File: src/rtl/btn_debounce.sv
// Push-button front end: 2-FF synchroniser, polarity normalisation and per-button debounce
// with one-cycle press/release strobes. Define BTN_AUTOREPEAT_EN to add held-button auto-repeat.
module btn_debounce #(
  parameter int                NBTN            = 7,
  parameter logic [NBTN-1:0]   ACTIVE_LOW_MASK = 7'b0000001,
  parameter int                DEBOUNCE_CYCLES = 250000,
  parameter int                REPEAT_DELAY    = 12500000,
  parameter int                REPEAT_RATE     = 2500000
) (
  input  logic            i_clk,
  input  logic            i_rst,
  input  logic [NBTN-1:0] i_btn,
  output logic [NBTN-1:0] o_level,
  output logic [NBTN-1:0] o_press,
  output logic [NBTN-1:0] o_release
);

  localparam int            CW       = $clog2(DEBOUNCE_CYCLES + 1);
  localparam logic [CW-1:0] CNT_LAST = CW'(DEBOUNCE_CYCLES - 1);

  logic [NBTN-1:0] r_sync1;
  logic [NBTN-1:0] r_sync2;
  logic [NBTN-1:0] r_level;
  logic [NBTN-1:0] r_press;
  logic [NBTN-1:0] r_release;
  logic [CW-1:0]   r_cnt [NBTN];

  logic [NBTN-1:0] w_s;
  logic [NBTN-1:0] w_accept;
  logic [NBTN-1:0] w_rep_fire;

  // Sync flops reset to the idle pin level so a released button never looks pressed.
  always_ff @(posedge i_clk or posedge i_rst) begin
    if (i_rst) begin
      r_sync1 <= ACTIVE_LOW_MASK;
      r_sync2 <= ACTIVE_LOW_MASK;
    end else begin
      r_sync1 <= i_btn;
      r_sync2 <= r_sync1;
    end
  end

  assign w_s = r_sync2 ^ ACTIVE_LOW_MASK;

  always_comb begin
    w_accept = '0;
    for (int i = 0; i < NBTN; i++) begin
      w_accept[i] = (w_s[i] != r_level[i]) && (r_cnt[i] == CNT_LAST);
    end
  end

  always_ff @(posedge i_clk or posedge i_rst) begin
    if (i_rst) begin
      r_level <= '0;
      for (int i = 0; i < NBTN; i++) begin
        r_cnt[i] <= '0;
      end
    end else begin
      for (int i = 0; i < NBTN; i++) begin
        if (w_s[i] == r_level[i]) begin
          r_cnt[i] <= '0;
        end else if (r_cnt[i] == CNT_LAST) begin
          r_level[i] <= w_s[i];
          r_cnt[i]   <= '0;
        end else begin
          r_cnt[i] <= r_cnt[i] + CW'(1);
        end
      end
    end
  end

`ifdef BTN_AUTOREPEAT_EN
  localparam int            RMAX       = (REPEAT_DELAY > REPEAT_RATE) ? REPEAT_DELAY : REPEAT_RATE;
  localparam int            RW         = $clog2(RMAX + 1);
  localparam logic [RW-1:0] DELAY_LAST = RW'(REPEAT_DELAY - 1);
  localparam logic [RW-1:0] RATE_LAST  = RW'(REPEAT_RATE - 1);

  logic [RW-1:0]   r_rcnt [NBTN];
  logic [NBTN-1:0] r_rphase;

  // r_rphase selects the first (delay) interval versus the steady repeat interval.
  // A repeat coinciding with an accepted release is dropped.
  always_comb begin
    w_rep_fire = '0;
    for (int i = 0; i < NBTN; i++) begin
      w_rep_fire[i] = r_level[i] && !w_accept[i] &&
                      (r_rcnt[i] == (r_rphase[i] ? RATE_LAST : DELAY_LAST));
    end
  end

  always_ff @(posedge i_clk or posedge i_rst) begin
    if (i_rst) begin
      r_rphase <= '0;
      for (int i = 0; i < NBTN; i++) begin
        r_rcnt[i] <= '0;
      end
    end else begin
      for (int i = 0; i < NBTN; i++) begin
        if (!r_level[i] || w_accept[i]) begin
          r_rcnt[i]   <= '0;
          r_rphase[i] <= 1'b0;
        end else if (w_rep_fire[i]) begin
          r_rcnt[i]   <= '0;
          r_rphase[i] <= 1'b1;
        end else begin
          r_rcnt[i] <= r_rcnt[i] + RW'(1);
        end
      end
    end
  end
`else
  assign w_rep_fire = '0;
`endif

  // Strobes are registered alongside r_level so they line up with the level change.
  always_ff @(posedge i_clk or posedge i_rst) begin
    if (i_rst) begin
      r_press   <= '0;
      r_release <= '0;
    end else begin
      r_press   <= (w_accept & w_s) | w_rep_fire;
      r_release <= w_accept & ~w_s;
    end
  end

  assign o_level   = r_level;
  assign o_press   = r_press;
  assign o_release = r_release;

endmodule

File: config.mk
export PLATFORM = sky130hd
export DESIGN_NAME = btn_debounce
export DESIGN_NICKNAME = d
export VERILOG_FILES = /design/src/rtl/btn_debounce.sv
export SDC_FILE = /design/constraint.sdc
export NUM_CORES = 1
export LEC_CHECK = 0
export CAP_MARGIN = 20
export CELL_PAD_IN_SITES_DETAIL_PLACEMENT = 0
export CELL_PAD_IN_SITES_GLOBAL_PLACEMENT = 2
export CORE_ASPECT_RATIO = 0.9
export CORE_UTILIZATION = 30
export CTS_BUF_LIST = sky130_fd_sc_hd__clkbuf_4 sky130_fd_sc_hd__clkbuf_8
export DETAILED_ROUTE_END_ITERATION = 7
export PLACE_DENSITY = 0.72
export SYNTH_ARGS = -nofsm -noshare
export SYNTH_HDL_FRONTEND = slang
export SYNTH_SLANG_ARGS = --single-unit
File: constraint.sdc
create_clock -name i_clk -period 7.1 [get_ports i_clk]
set_input_delay 1.42 -clock i_clk [delete_from_list [all_inputs] [get_ports i_clk]]
set_output_delay 1.42 -clock i_clk [all_outputs]
set_load 0.005 [all_outputs]
### Word level (Yosys, flattened, before mapping)

Index checks and enable logic that the tools add are counted.

| word-level totals | value |
|---|---|
| input bits | 9 |
| flip-flop bits (word level) | 161 |
| word-level logic and storage cells | 85 |
| output and inout port bits | 21 |

| cells by class | value |
|---|---|
| muxes and demuxes | 14 |
| bitwise logic cells | 11 |
| reduce and logical (&&, ||, !) cells | 14 |
| add/subtract/negate cells | 7 |
| equality and inequality tests | 21 |

Operators with widths:

| operator | count |
|---|---|
| $mux 18 | 14 |
| $add 18x1->18 const B | 7 |
| $eq 18x18->1 const B | 7 |
| $and 7x7->7 | 2 |
| $reduce_and 2->1 | 7 |
| $not 1->1 | 8 |
| $eq 1x1->1 | 7 |
| $logic_and 1x1->1 | 7 |
| $ne 1x1->1 | 7 |
| $not 7->7 | 1 |

### Logic depth before layout (Yosys ltp)

| depth | value |
|---|---|
| word-level depth | 4 |
| gate-level depth with buffers | 6 |
| gate-level depth less buffers | 5 |

### Least setup slack after synthesis

OpenSTA, ideal clock, no wires.

| timing | value |
|---|---|
| path kind | register to register |
| start point | register r_cnt[85] (netlist name) |
| end point | register r_level[2], in the netlist o_level[2] |
| arrival | 1.981 ns |
| path slack | 4.994 ns |
| setup time | 0.125 ns |
| stages on the path, launching flop included | 5 |
| period minus slack after synthesis | 2.106 ns |
| cell sequence | dfrtp_1 -> or4b_1 -> or4_4 -> or2_4 -> mux2_4 |

| on the way | value |
|---|---|
| longest elaborated chain between the ends | 2 |

Ends and longest elaborated chain:

| item | RTL line | RTL |
|---|---|---|
| start, declared | 26 | `logic [CW-1:0] r_cnt [NBTN];` |
| start signal, assigned by index | 66 | `r_cnt[i] <= r_cnt[i] + CW'(1);` |
| $eq 18x18->1 | 62 | `end else if (r_cnt[i] == CNT_LAST) begin` |
| $reduce_and 2->1 (no line) | - |  |
| end signal, assigned by index | 63 | `r_level[i] <= w_s[i];` |
| end, declared | 23 | `logic [NBTN-1:0] r_level;` |

No other way between the ends.
A chain may end at the register's enable or synchronous reset.

### Worst setup path in the final report

| timing | value |
|---|---|
| start point | register r_level[5], in the netlist o_level[5] |
| end point | output o_level[5] |

RTL lines:

| item | RTL line | RTL |
|---|---|---|
| end, declared | 13 | `output logic [NBTN-1:0] o_level,` |

No word-level cell between the ends.

==> results.md <==
* Status: finished, final reports clean
* Most repeated cell in the gate-level netlist after synthesis: dfrtp_1
* Top cells by area, synth: dfrtp_1, xnor2_1, nor2_1
* Startpoint of the worst hold path: r_sync1[1]$_DFF_PP0_
* Maximum number of pins on one net before global-route repair at 115
* Cell Area, Synth at 7410 sq um
* Area of the core region at 24,300 sq um
* Worst slew slack as a fraction of its limit at 42.5%
* Largest stage delay on the critical path at 0.55 ns
* Type of the most critical hold path: flip-flop to flip-flop
* Fraction of post-synthesis cell area in the top cell type by area at 53.7%
* Standard-cell rows at 54
* Number of endpoints failing setup at the final stage at 0
* Largest buffer count on any clock path at 2
* RSZ-0062 raised after global routing: false
* Proportion of total power due to net switching at 22.4%
* Number of global-route vias before repair at 5,166
* Final slew viol count at 0
* DRC violation total after the first TritonRoute iteration at 296
* CTS H-Tree Depth at 4
* Number of buffers added on ports at 29
* Master cell of the clock root buffer: clkbuf_8
* YS warnings at 0
* Worst hold stages at 0
* Kind of end point of the critical path: output pin
* Number of instances in the synthesized netlist at 707
* Worst EP required at 5.68 ns
* Clock tree sinks at 161
* Wire length of the first global-routing pass at 25,000 microns
* CP delay by family, top: buffers and inverters
* Total power consumption of the routed design at 0.00174 W
* Timing-limited maximum frequency at 352 MHz
* Antenna cells at 0
* R2r startpoint: r_cnt[85]$_DFF_PP0_
* Relative area change from synthesis to final layout at 15.4%
* Die outline height at 151 microns
* Cells along the critical path: clkdlybuf4s50_1
* Setup_tns at 0 ns
* Slew at the pin closest to its max-slew limit at 0.854 ns
* Aggregate global routing overflow at 0
* Via density per instance at 4.87
* Leakage power at 3.37 nW
* Cell variety after synth at 39
* Final wirelength at 14,600 microns
* Final critical delay including setup and external delays at 2.84 ns
* Number of post-CTS setup repair buffers at 0
* Routed len/inst at 13.6 microns
* Post-route clock skew at 0.0130 ns
* Global-route usage over all layers at 12.2%
* Clock latency on the worst-skew pair at 0.44 ns
* Number of enable flip-flop cells after synthesis at 0
* Post-Synthesis Mean Instance Area at 10.5 sq um
* Number of antenna violations at the first check in global routing at 0
* Hold Vio Cnt, Final at 0
* Yosys top cell by area: dfrtp_1
* Fraction of the yosys area taken by sequential cells at 54.4%
* Via count at 5,215
* Int Power at 0.00135 W
* Max-cap violations at 0
* Clock-pin slew of the registers on the worst-case setup and hold paths at 0.09 ns
* Power per cell area at 204 nW/um^2
* Startpoint Class: flip-flop
* Cell types with the highest counts after synthesis: dfrtp_1, nor2_1, xnor2_1
* Number of optimization iterations in the first detailed-route pass at 4
* Chip width at 168 microns
* Critical R2R Capture: r_cnt[88]$_DFF_PP0_
* CTS Buf Count at 17
* Area of the die at 25,300 sq um
* Share of total power in sequential cells at 54.2%
* Final weighted congestion in routability-driven placement at 0.759
* Post-Synthesis Net Count at 723
* Starting density of the core at 30.6%
* Hpwl dp at 9900 microns
* Hold Crit Endpoint: r_sync2[1]$_DFF_PP0_
* Number of cells traversed by the worst register-to-register path at 4
* Slowest cell on the critical path: clkdlybuf4s50_1
* Antenna Violating Nets Remaining at 0
* Number of hold-repair buffers added at the cts stage at 0
* TritonCTS clock tree: done
* Portion of total power attributed to combinational logic at 3.4%
* Total buffers and inverters traversed by the critical path at 1
* NetSw at 0.000390 W
* Worst EP arrival at 1.42 ns
* Nets at 765
* Flip-flop and latch count after synthesis at 161
* Number of instances resized during post-cts repair at 0
* Period utilization at 40.0%
* Crit-path max FO at 5
* Maximum VDD drop at 101 uV
* Worst reg2reg setup slack at 4.73 ns
* Power share of the clock group at 42.5%
* Remaining DRCs at 0
* Fraction of registers with async set/reset at 100%
* Top FF cell, synth: dfrtp_1
* Critical path start-end classification: flip-flop to output pin
* Share of post-route cells with drive strength above 1 at 8.14%
* Io pins at 30
## power groups by stage
stage          Combinational, W  Clock (W)  Sequential (W)
2_1_floorplan         0.0000396          0        0.000959
3_3_place_gp          0.0000575          0        0.000961
3_5_place_dp          0.0000593          0        0.000962
4_1_cts               0.0000597   0.000772        0.000944
5_1_grt               0.0000687   0.000811        0.000947
6_report              0.0000586   0.000741        0.000944
## per-stage QoR
| stage | util [%] | cells | setup slack, ns | cell area, sq um | hold slack [ns] |
|---|---|---|---|---|---|
| 2_1_floorplan | - | 707 | 1.34 | 7410 | 0.331 |
| 3_3_place_gp | 33.3 | 1037 | 3.75 | 8080 | 0.333 |
| 3_5_place_dp | 33.3 | 1037 | 3.65 | 8080 | 0.336 |
| 4_1_cts | 35.1 | 1069 | 4.15 | 8520 | 0.355 |
| 5_1_grt | 35.3 | 1070 | 4.15 | 8550 | 0.364 |
| 6_report | 35.3 | 1070 | 4.26 | 8550 | 0.353 |
## registers in the layout (all words and copies together) (netlist names)
signal	cells
r_sync2	7
o_press	7
o_level	7
r_sync1	7
r_cnt	126
o_release	7
## layout make-up
class	instances	area (sq um)
Inverter	16	65.1
Timing Repair Buffer	36	363
Sequential cell	161	4030
Multi-Input combinational cell	517	3260
Clock buffer	19	262
Fill cell	2390	15700
Clock inverter	13	183
Tap cell	308	385
## cell families after synthesis
logic type	count (synthesis)	share of synthesized area, %
fa+ha+maj	7	1.18
buf+inv	29	1.57
xor+xnor	107	12.6
simple gates	365	25.9
flops	161	54.4
compound gates	31	3.19
mux	7	1.10
## placed cells by master (no fill, tap or decap), drive strengths merged, types with 7 or more instances in the layout
| master | n |
|---|---|
| a21oi | 12 |
| and3 | 12 |
| and4 | 11 |
| buf | 7 |
| clkbuf | 19 |
| clkdlybuf4s50 | 29 |
| dfrtp | 159 |
| ha | 7 |
| inv | 18 |
| nand2 | 28 |
| nand3 | 51 |
| nand4 | 40 |
| nor2 | 122 |
| nor3 | 23 |
| nor3b | 12 |
| nor4 | 25 |
| o21ai | 8 |
| or3 | 8 |
| or4 | 14 |
| xnor2 | 69 |
| xor2 | 38 |
## worst max path at each step
stage / cells after the start / end / from / slack (ns)
after global routing: 1 / o_level[5] / o_level[5]$_DFFE_PP0P_ / 4.15
after detailed placement: 3 / r_cnt[24]$_DFF_PP0_ / i_rst / 3.65
after global placement: 3 / r_cnt[24]$_DFF_PP0_ / i_rst / 3.75
final: 1 / o_level[5] / o_level[5]$_DFFE_PP0P_ / 4.26
after CTS: 3 / r_cnt[17]$_DFF_PP0_ / i_rst / 4.15
after floorplan: 1 / o_level[0]$_DFFE_PP0N_ / i_rst / 1.34
## worst reg2reg max path, delay by kind of cell, from the launching register on
kind | cells | cell delay [ns]
simple gates | 3 | 1.21
compound gates | 1 | 0.56
flops | 1 | 0.45
## metal layers
layer	vias up	global-route usage [%]	routed length [microns]
li1	2583	-	-
met1	2554	16.0	7120
met2	68	20.0	6850
met3	10	2.87	471
met4	0	4.17	138
met5	-	0	0
No activity file was read; power rests on OpenSTA's default activity.
